<file path="src/rtl/gpio_pkg.sv">
// Shared definitions for the APB GPIO block with debounced inputs.
//   - APB data/address widths
//   - register byte offsets
//   - per-pin interrupt mode encoding
//   - helpers for address legality and per-pin event qualification
package gpio_pkg;

  localparam int unsigned DATA_W = 32;
  localparam int unsigned ADDR_W = 8;

  localparam logic [ADDR_W-1:0] OFF_IN      = 8'h00;
  localparam logic [ADDR_W-1:0] OFF_OUT     = 8'h04;
  localparam logic [ADDR_W-1:0] OFF_SET     = 8'h08;
  localparam logic [ADDR_W-1:0] OFF_CLR     = 8'h0C;
  localparam logic [ADDR_W-1:0] OFF_DIR     = 8'h10;
  localparam logic [ADDR_W-1:0] OFF_IE      = 8'h14;
  localparam logic [ADDR_W-1:0] OFF_MODE_LO = 8'h18;
  localparam logic [ADDR_W-1:0] OFF_MODE_HI = 8'h1C;
  localparam logic [ADDR_W-1:0] OFF_IFG     = 8'h20;
  localparam logic [ADDR_W-1:0] OFF_DBCFG   = 8'h24;
  localparam logic [ADDR_W-1:0] OFF_DBEN    = 8'h28;

  typedef enum logic [1:0] {
    MODE_RISE  = 2'b00,
    MODE_FALL  = 2'b01,
    MODE_BOTH  = 2'b10,
    MODE_LEVEL = 2'b11
  } gpio_mode_e;

  // Word-aligned and inside the contiguous register window.
  function automatic logic addr_ok(input logic [ADDR_W-1:0] a);
    return (a[1:0] == 2'b00) && (a <= OFF_DBEN);
  endfunction

  // cur is the filtered pin, prev its value one cycle earlier.
  function automatic logic mode_hit(input gpio_mode_e m, input logic cur,
                                    input logic prev);
    logic hit;
    case (m)
      MODE_RISE: hit = cur & ~prev;
      MODE_FALL: hit = ~cur & prev;
      MODE_BOTH: hit = cur ^ prev;
      default:   hit = cur;
    endcase
    return hit;
  endfunction

endpackage

</file>
<file path="src/rtl/gpio_debounce.sv">
// Per-pin input conditioning: synchroniser chain followed by a debounce
// filter. The filter output only follows the synchronised pin after it has
// differed from the current filtered value for thr_i consecutive cycles.
// Ports:
//   clk_i  - clock          rst_i  - async active-high reset
//   pin_i  - raw async pin  thr_i  - debounce threshold T
//   en_i   - debounce enable (0 = bypass, filter follows sync every cycle)
//   clr_i  - clear the debounce counter
//   filt_o - filtered pin value
module gpio_debounce
  import gpio_pkg::*;
#(
  parameter int unsigned SYNC_STAGES = 2,
  parameter int unsigned DB_W        = 8
) (
  input  logic            clk_i,
  input  logic            rst_i,
  input  logic            pin_i,
  input  logic [DB_W-1:0] thr_i,
  input  logic            en_i,
  input  logic            clr_i,
  output logic            filt_o
);

  logic [SYNC_STAGES-1:0] sync_q;
  logic [DB_W-1:0]        cnt_q, cnt_d;
  logic                   filt_q, filt_d;
  logic                   sync, bypass;

  assign sync   = sync_q[SYNC_STAGES-1];
  // A threshold of 0 or 1 behaves as no filtering at all.
  assign bypass = !en_i || (thr_i <= DB_W'(1));
  assign filt_o = filt_q;

  always_comb begin
    cnt_d  = cnt_q;
    filt_d = filt_q;
    if (bypass) begin
      filt_d = sync;
      cnt_d  = '0;
    end else if (clr_i || (sync == filt_q)) begin
      cnt_d = '0;
    end else if (cnt_q == thr_i - DB_W'(1)) begin
      filt_d = sync;
      cnt_d  = '0;
    end else begin
      cnt_d = cnt_q + DB_W'(1);
    end
  end

  always_ff @(posedge clk_i or posedge rst_i) begin
    if (rst_i) begin
      sync_q <= '0;
      cnt_q  <= '0;
      filt_q <= 1'b0;
    end else begin
      sync_q <= {sync_q[SYNC_STAGES-2:0], pin_i};
      cnt_q  <= cnt_d;
      filt_q <= filt_d;
    end
  end

endmodule

</file>
<file path="src/rtl/gpio_apb_db.sv">
// APB3 GPIO controller with per-pin synchronisers, optional debounce and
// edge/level interrupt flags.
// Ports:
//   PCLK, PRESET            - clock, async active-high reset
//   PSEL/PENABLE/PWRITE     - APB control; PADDR byte address; PWDATA data
//   PRDATA/PREADY/PSLVERR   - APB response (zero wait state)
//   gpio_in                 - asynchronous pin inputs
//   gpio_out/gpio_oe        - output values / output enables (1 = drive)
//   irq                     - OR of enabled interrupt flags
module gpio_apb_db
  import gpio_pkg::*;
#(
  parameter int unsigned NGPIO       = 32,
  parameter int unsigned SYNC_STAGES = 2,
  parameter int unsigned DB_W        = 8
) (
  input  logic              PCLK,
  input  logic              PRESET,
  input  logic              PSEL,
  input  logic              PENABLE,
  input  logic              PWRITE,
  input  logic [ADDR_W-1:0] PADDR,
  input  logic [DATA_W-1:0] PWDATA,
  output logic [DATA_W-1:0] PRDATA,
  output logic              PREADY,
  output logic              PSLVERR,
  input  logic [NGPIO-1:0]  gpio_in,
  output logic [NGPIO-1:0]  gpio_out,
  output logic [NGPIO-1:0]  gpio_oe,
  output logic              irq
);

  logic [NGPIO-1:0]   out_q, out_d, dir_q, dir_d, ie_q, ie_d;
  logic [NGPIO-1:0]   ifg_q, ifg_d, dben_q, dben_d;
  logic [NGPIO-1:0]   filt, filt_prev_q, hw_set, ifg_clr;
  logic [2*NGPIO-1:0] mode_q, mode_d;
  logic [DB_W-1:0]    dbcfg_q, dbcfg_d;
  logic [63:0]        mode64, mode_w64;
  logic               access, err, wr_ok, db_clr;
  logic [DATA_W-1:0]  rdata;

  // MODE is held packed at 2 bits/pin and viewed as a 64-bit LO/HI pair.
  assign mode64 = 64'(mode_q);

  assign access = PSEL & PENABLE;
  assign err    = access & (!addr_ok(PADDR) | (PWRITE & (PADDR == OFF_IN)));
  assign wr_ok  = access & PWRITE & !err;

  for (genvar g = 0; g < NGPIO; g++) begin : g_pin
    gpio_debounce #(
      .SYNC_STAGES(SYNC_STAGES),
      .DB_W       (DB_W)
    ) u_db (
      .clk_i (PCLK),
      .rst_i (PRESET),
      .pin_i (gpio_in[g]),
      .thr_i (dbcfg_q),
      .en_i  (dben_q[g]),
      .clr_i (db_clr),
      .filt_o(filt[g])
    );
  end

  always_comb begin
    hw_set = '0;
    for (int unsigned i = 0; i < NGPIO; i++) begin
      hw_set[i] = mode_hit(gpio_mode_e'(mode_q[2*i +: 2]), filt[i], filt_prev_q[i]);
    end
  end

  always_comb begin
    out_d    = out_q;
    dir_d    = dir_q;
    ie_d     = ie_q;
    mode_w64 = mode64;
    dbcfg_d  = dbcfg_q;
    dben_d   = dben_q;
    ifg_clr  = '0;
    db_clr   = 1'b0;
    if (wr_ok) begin
      case (PADDR)
        OFF_OUT:     out_d    = PWDATA[NGPIO-1:0];
        OFF_SET:     out_d    = out_q | PWDATA[NGPIO-1:0];
        OFF_CLR:     out_d    = out_q & ~PWDATA[NGPIO-1:0];
        OFF_DIR:     dir_d    = PWDATA[NGPIO-1:0];
        OFF_IE:      ie_d     = PWDATA[NGPIO-1:0];
        OFF_MODE_LO: mode_w64 = {mode64[63:32], PWDATA};
        OFF_MODE_HI: mode_w64 = {PWDATA, mode64[31:0]};
        OFF_IFG:     ifg_clr  = PWDATA[NGPIO-1:0];
        OFF_DBCFG: begin
          dbcfg_d = PWDATA[DB_W-1:0];
          db_clr  = 1'b1;
        end
        OFF_DBEN: begin
          dben_d = PWDATA[NGPIO-1:0];
          db_clr = 1'b1;
        end
        default: ;
      endcase
    end
    mode_d = mode_w64[2*NGPIO-1:0];
    // Hardware set is applied after the W1C so a coincident event wins.
    ifg_d  = (ifg_q & ~ifg_clr) | hw_set;
  end

  always_comb begin
    rdata = '0;
    case (PADDR)
      OFF_IN:      rdata = DATA_W'(filt);
      OFF_OUT:     rdata = DATA_W'(out_q);
      OFF_DIR:     rdata = DATA_W'(dir_q);
      OFF_IE:      rdata = DATA_W'(ie_q);
      OFF_MODE_LO: rdata = mode64[31:0];
      OFF_MODE_HI: rdata = mode64[63:32];
      OFF_IFG:     rdata = DATA_W'(ifg_q);
      OFF_DBCFG:   rdata = DATA_W'(dbcfg_q);
      OFF_DBEN:    rdata = DATA_W'(dben_q);
      default:     rdata = '0;
    endcase
  end

  always_ff @(posedge PCLK or posedge PRESET) begin
    if (PRESET) begin
      out_q       <= '0;
      dir_q       <= '0;
      ie_q        <= '0;
      mode_q      <= '0;
      ifg_q       <= '0;
      dbcfg_q     <= '0;
      dben_q      <= '0;
      filt_prev_q <= '0;
    end else begin
      out_q       <= out_d;
      dir_q       <= dir_d;
      ie_q        <= ie_d;
      mode_q      <= mode_d;
      ifg_q       <= ifg_d;
      dbcfg_q     <= dbcfg_d;
      dben_q      <= dben_d;
      filt_prev_q <= filt;
    end
  end

  // Response outputs are forced quiet while reset is held.
  assign PRDATA   = (PSEL && !err && !PRESET) ? rdata : '0;
  assign PSLVERR  = err & !PRESET;
  assign PREADY   = 1'b1;
  assign gpio_out = out_q;
  assign gpio_oe  = dir_q;
  assign irq      = |(ifg_q & ie_q);

endmodule

</file>
<file path="config.mk">
export PLATFORM = sky130hd
export DESIGN_NAME = gpio_apb_db
export DESIGN_NICKNAME = d
export VERILOG_FILES = /design/src/rtl/gpio_pkg.sv /design/src/rtl/gpio_debounce.sv /design/src/rtl/gpio_apb_db.sv
export SDC_FILE = /design/constraint.sdc
export NUM_CORES = 2
export LEC_CHECK = 0
export CORE_AREA = 5 5 257 259
export CTS_BUF_LIST = sky130_fd_sc_hd__clkbuf_16
export DETAILED_ROUTE_END_ITERATION = 7
export DIE_AREA = 0 0 262 264
export PLACE_DENSITY = 0.76
export SETUP_SLACK_MARGIN = 0.2
export SYNTH_ARGS = -nofsm -noshare
export SYNTH_HDL_FRONTEND = slang
export SYNTH_SLANG_ARGS = --single-unit
</file>
<file path="constraint.sdc">
create_clock -name PCLK -period 20.5 [get_ports PCLK]
set_input_delay 2.05 -clock PCLK [delete_from_list [all_inputs] [get_ports PCLK]]
set_output_delay 2.05 -clock PCLK [all_outputs]
set_load 0.1 [all_outputs]
</file>
Yosys cells after proc, flatten, opt, wreduce, memory -nomap -nowiden. Index checks and enable logic that the tools add are counted.

Add/sub/neg operators: 33. Magnitude comparators: 2. Equality and inequality tests: 170. Muxes and demuxes: 232. Bitwise operators: 176. Reductions and logical operators: 210.

Operator list (number): 8-bit two-way mux (96); 32-bit case mux with 9 select lines (1); 8-bit by 1-bit adder with 8-bit output, second input constant (32); 8-bit equality test (32); 64-bit case mux with 2 select lines (1); 1-bit two-way mux (98); 32-bit bitwise AND (3); 32-bit two-way mux (3); 1-bit case mux with 3 select lines (32); 32-bit case mux with 3 select lines (1); 2-bit AND reduction (37); 1-bit bitwise AND (70); 2-bit zero test (33); 1-bit NOT (66); 2-bit by 1-bit equality test with 1-bit output, second input constant (32); 2-bit equality test, second input constant (32); 1-bit logical OR (64); 2-bit by 1-bit inequality test with 1-bit output, second input constant (32); 32-bit NOT (2); 32-bit OR (2); 2-bit nonzero test (32); 1-bit zero test (35); 1-bit equality test (32); 8-bit by 5-bit equality test with 1-bit output, second input constant (4); 14 further kinds (51).

Flip-flop bits (word level): 616. Input bits: 77. Output and inout port bits: 99.

Logic depth before layout (Yosys ltp).
Word-level depth: 11. Depth in mapped cells: 14. Gate-level depth less buffers: 8.

By module. Synthesis repeated with hierarchy kept, for this count alone.

Cell total of the unflattened synthesis: 3731. Area total of the unflattened synthesis: 38635.8 um^2.

Modules (own cells, without submodules): gpio_apb_db (instances 1, cells each 1154, area each 13663.1 um^2); gpio_debounce at g_pin[23].u_db ... (instances 17, cells each 81, area each 784.5 um^2); gpio_debounce at g_pin[0].u_db ... (instances 15, cells each 80, area each 775.7 um^2).

Worst setup path before layout. No wires, ideal clock.

Path type: in2out. From: input PADDR[3]. To: output PRDATA[11]. Arrival: 5322 ps. Data required time: 18450 ps. Path slack: 13128 ps. Stages on the path: 7. Buffers on the path: 2. Cell sequence: clkbuf_1 > nor3_1 > nand2_1 > nor3_2 > clkbuf_1 > a22oi_1 > a31oi_1.

Word-level cells in the longest chain between the ends: 9. Elaborated cells on any way between the ends: 20. Those cells by class: 1 x order compare; 8 x eq/ne; 2 x mux; 3 x bitwise; 6 x reduce/logical.

RTL lines: start: declaration (RTL line gpio_apb_db.sv:22) `input logic [ADDR_W-1:0] PADDR,`; 8-bit by 6-bit <= comparator with 1-bit output (RTL line gpio_pkg.sv:32) `return (a[1:0] == 2'b00) && (a <= OFF_DBEN);`; 1-bit logical AND (RTL line gpio_pkg.sv:32); 1-bit zero test (RTL line gpio_apb_db.sv:46) `assign err = access & (!addr_ok(PADDR) | (PWRITE & (PADDR == OFF_IN)));`; 1-bit OR (RTL line gpio_apb_db.sv:46); 1-bit bitwise AND (RTL line gpio_apb_db.sv:46); 1-bit zero test (RTL line gpio_apb_db.sv:145) `assign PRDATA = (PSEL && !err && !PRESET) ? rdata : '0;`; 1-bit logical AND (2 in a row) (RTL line gpio_apb_db.sv:145); 32-bit two-way mux (*) (RTL line gpio_apb_db.sv:145); end: declaration (RTL line gpio_apb_db.sv:24) `output logic [DATA_W-1:0] PRDATA,`.

Every way passes the cells marked *; elsewhere a longest branch is shown, timed or not.

Worst setup path in the final report.
From: input PADDR[5]. To: output PRDATA[16].

The elaborated chain is that of the path after synthesis.

==> out/results.env <==
SYNTH.AREA.MUX_SHARE=0.08545
WORSTPATHARRIVAL_PS=6640
YS.WARNINGS.COUNT=0
PWR-SHARE-COMB=0.087
CP_NUM_CELLS=9
SYNTH_AREA_IN_XOR_XNOR=0.1285
MAX-CLOCK-PATH-BUFFERS=3
SYNTH_NETS=3510
HOLD_WS_PS=345.7
DIE_WIDTH_UM=262
SYN_AVG_CELL_AREA_SQ_UM=10.37
CP_CELL_SEQUENCE='clkdlybuf4s50_1 -> buf_4 -> nor3_1 -> and2_1 -> buf_4 -> and4_1 -> a222oi_1 -> a31oi_1 -> clkdlybuf4s50_1'
VIAS_IN_THE_FIRST_GLOBAL_ROUTE=26860
HOLD_CLASS='register to register'
TIMING_WORST_SETUP_PATH_TYPE='primary input to primary output'
MOST_COMMON_CELL_IN_THE_NETLIST='dfrtp_1'
FINAL_CORE_UTIL=0.6156
SYNTH_COMPOUND_AREA_FRAC=0.1251
CLOCK.FMAX_MHz=115.1
PWR-SHARE-CLK=0.448
ANTENNA_LEFT=0
SYNTHADDERAREAFRAC=0.03547
CLOCK_LATENCY_REPORTED_FOR_THE_LATE_SIDE_OF_THE_WORST_SKEW_PAIR_PS=610
ASYNC_RESET_FF_FRAC=1.000
HPWLAFTERDP_UM=70330
ANTENNA_FOUND_INITIAL=8
GRT_MAX_DEGREE=113
MIN_PERIOD_OVER_PERIOD=0.4239
DIE-AREA_SQ_UM=69170
TIMING.CRITICAL_PATH.TO_TYPE='primary output'
FINALMAXSLEWVIOLATIONS=0
CLKSINKCOUNT=616
SYNTH-MAIN-FF-CELL='dfrtp_1'
FF2FF_SETUP_SLACK_PS=15910
SEQUENTIAL_FRACTION_OF_DESIGN_POWER=0.465
GRT_PASS1_WL_UM=162400
VDD_DROP_MAX_mV=0.08247
FINAL_HOLD_VIOL_COUNT=0
GLOBALROUTETOTALUTIL=0.3032
POST_SYNTH_INST_COUNT=3335
SYNTH.CELLS.MOST_FREQUENT='dfrtp_1 (616), nor2_1 (349), xor2_1 (225), mux2_2 (207), nand3_1 (204)'
TOTAL_POWER_uW=2746
SYNTH_EDF_COUNT=0
POST_SYNTHESIS_SEQUENTIAL_AREA_RATIO=0.4459
NETLIST.TOP_CELL.BY_AREA='dfrtp_1'
PLACED_CELL_AREA_SQ_UM=36960
CRITICAL_PATH.ENDPOINT='PRDATA[16]'
CTS_TREE='done'
TIMING.CRITICAL_PATH.BUF_INV=4
IOPINCOUNT=176
POST-ROUTE-DRC-COUNT=0
CRITICAL-PATH-TOP-DELAY-FAMILY='buffers and inverters'
POST_SYNTH_AND_OR_NAND_NOR_AREA_FRACTION=0.1396
CRIT_FANOUT=35
GRT_SETUP_UNREPAIRED='no'
FINAL-SETUP-VIOL-COUNT=0
LAYOUT.CELL_AREA.NON_FILLER_SQ_UM=39190
FINAL.MIN_CLOCK_PERIOD_PS=8690
P_SW_uW=720.8
YS_TYPES=79
NETSWITCHINGFRACTION=0.2625
CLOCK_TREE.HTREE_LEVEL_COUNT=3
NETLIST_TOP_CELLS_AREA='dfrtp_1 (45%), mux2_2 (6.7%), xor2_1 (5.7%)'
PATH_CLK_SLEW_PS=60
YOSYS_REGISTER_BITS=616
SYNTH_LARGEST_TYPE_AREA_FRACTION=0.4459
PLACEABLECOREAREA_SQ_UM=63650
VIA_DENSITY_PER_INSTANCE=6.374
POST_ROUTE_CELLS_DRIVE_ABOVE_1_SHARE=0.1248
SYNTH_TOP_FAMILY_BY_AREA='simple AND/OR/NAND/NOR gates'
NUM_ROWS=93
R2R_END='g_pin[31].u_db.cnt_q[2]'
STATUS='complete, no violations'
P_PER_AREA_nW_PER_UM2=70.07
TIMING.CRITICAL_PATH.FROM='PADDR[5]'
MAXCAPVIOLCOUNT=0
R2R_START='dbcfg_q[0]'
CELLLEAKAGEPOWER_uW=0.01687
FINAL_SUM_OF_NEGATIVE_SETUP_SLACK_PS=0
LENGTH_IN_CELLS_OF_THE_WORST_REG_TO_REG_PATH=11
FINALCLOCKSKEW_PS=22.85
GRT_OVERFLOW=0
CP_MAX_STAGE_DELAY_PS=1210
CTS_REPAIR_RESIZE_COUNT=0
FINALWEIGHTEDCONGESTION=1.015
SETUP.WORST_PATH.START_CLASS='primary input'
DR.PASS1.ITERS=7
CLOCKROOTBUFFER='clkbuf_16'
FINAL_NET_COUNT=3584
NUMBER_OF_BUFFERS_CREATED_BY_CTS=67
WORSTPATHREQUIRED_PS=18450
WORST_PIN_SLEW_PS=1324
DETAIL_ROUTE.ITER0.VIOLATIONS=3162
DRT-WIRELENGTH-PER-CELL_UM=24.66
FINALWIRELENGTH_UM=106500
POST_SYNTH_INSTANCE_AREA_SQ_UM=34570
DIE_HEIGHT_UM=264
P_INT_uW=2025
HEADROOM_TO_THE_MAX_SLEW_LIMIT=0.1146
BUFFER_PORTS.INSERTED=174
INITIAL_UTILIZATION=0.5431
CRITICAL-PATH-SLOWEST-CELL='clkdlybuf4s50_1'
POST_CTS_HOLD_BUFFER_COUNT=0
POSTCTSSETUPREPAIRBUFS=0
LAYOUT-AREA-OVERHEAD-VS-SYNTH_PCT=13.35
DETAILROUTE.VIA_COUNT=27540
sequential cells by signal, indices dropped and copies added (netlist names):
name,count
ie_q,32
filt_prev_q,32
gpio_out,32
g_pin.u_db.cnt_q,256
gpio_oe,32
ifg_q,32
dbcfg_q,8
mode64,64
g_pin.u_db.filt_o,32
dben_q,32
g_pin.u_db.sync_q,64
kinds of logic (layout without fill, tap and decap cells):
kind of cell | Yosys count | count (layout)
other | 1 | 4
xor gates and xnor gates | 441 | 441
buffers and inverters | 334 | 461
AOI/OAI and AO/OA | 600 | 600
adders and majority gates | 98 | 98
DFF | 616 | 616
and+or+nand+nor | 992 | 992
muxes | 253 | 253
how the worst min path moves through the flow:
stage	startpoint	cells after the start	endpoint	slack (ps)
floorplan	g_pin[0].u_db.sync_q[0]	0	g_pin[0].u_db.sync_q[1]	330
global placement	g_pin[23].u_db.sync_q[0]	0	g_pin[23].u_db.sync_q[1]	330
detailed placement	g_pin[6].u_db.sync_q[0]	0	g_pin[6].u_db.sync_q[1]	340
CTS	g_pin[23].u_db.sync_q[0]	0	g_pin[23].u_db.sync_q[1]	340
global route	g_pin[6].u_db.sync_q[0]	0	g_pin[6].u_db.sync_q[1]	350
finish	g_pin[6].u_db.sync_q[0]	0	g_pin[6].u_db.sync_q[1]	350
metal layers:
layer / wire (um) / global-route usage
met5: 20 / 0
met4: 5717 / 0.1331
met1: 42560 / 0.4237
met3: 11220 / 0.06614
met2: 47030 / 0.4579
power by group through the flow:
stage	registers, uW	logic, uW	clock network [uW]
finish	1280	240	1230
global route	1280	257	1300
CTS	1270	239	1240
detailed placement	1300	237	0
global placement	1300	233	0
floorplan	1330	113	0
cell usage in the layout (no fill, tap or decap), drive strengths merged, types with 11 or more instances in the layout:
cell type      netlist  routed
a21oi               77      77
and3                86      86
buf                 69      50
nor3                49      49
o21ai               89      89
a222oi              25      25
o32ai               17      17
nand3              204     204
a221o               21      21
mux4                11      11
clkdlybuf4s50        0     174
o221ai              19      19
a211o               19      19
o211ai              46      46
a21o                31      31
clkinv               0      24
a21boi              19      19
a22oi               51      51
inv                115     129
nor2               351     351
or3                 32      32
mux2i               15      15
ha                  98      98
a221oi              14      14
xnor3               42      42
clkbuf             150      68
nand2              168     168
xor2               225     225
xnor2              174     174
a31oi               56      56
a22o                19      19
nor4                23      23
dfrtp              616     616
nand4               23      23
a211oi              51      51
nand3b              20      20
mux2               227     227
stage by stage:
step	instances	setup slack (ps)
after floorplan	3335	1201
after global placement	4195	11990
after detailed placement	4195	11970
after CTS	4317	11980
after global routing	4318	11590
final	4320	11810
layout make-up:
cell class | count | area (sq um)
fillers | 5128 | 24460
multi-input cells | 2385 | 17910
flip-flops and latches | 616 | 15430
repair buffers | 224 | 2117
clock buffers | 68 | 1702
well taps | 855 | 1070
clock inverters | 54 | 514.2
inverters | 115 | 439.2
diodes | 3 | 7.507
(Power assumes the default switching activity.)
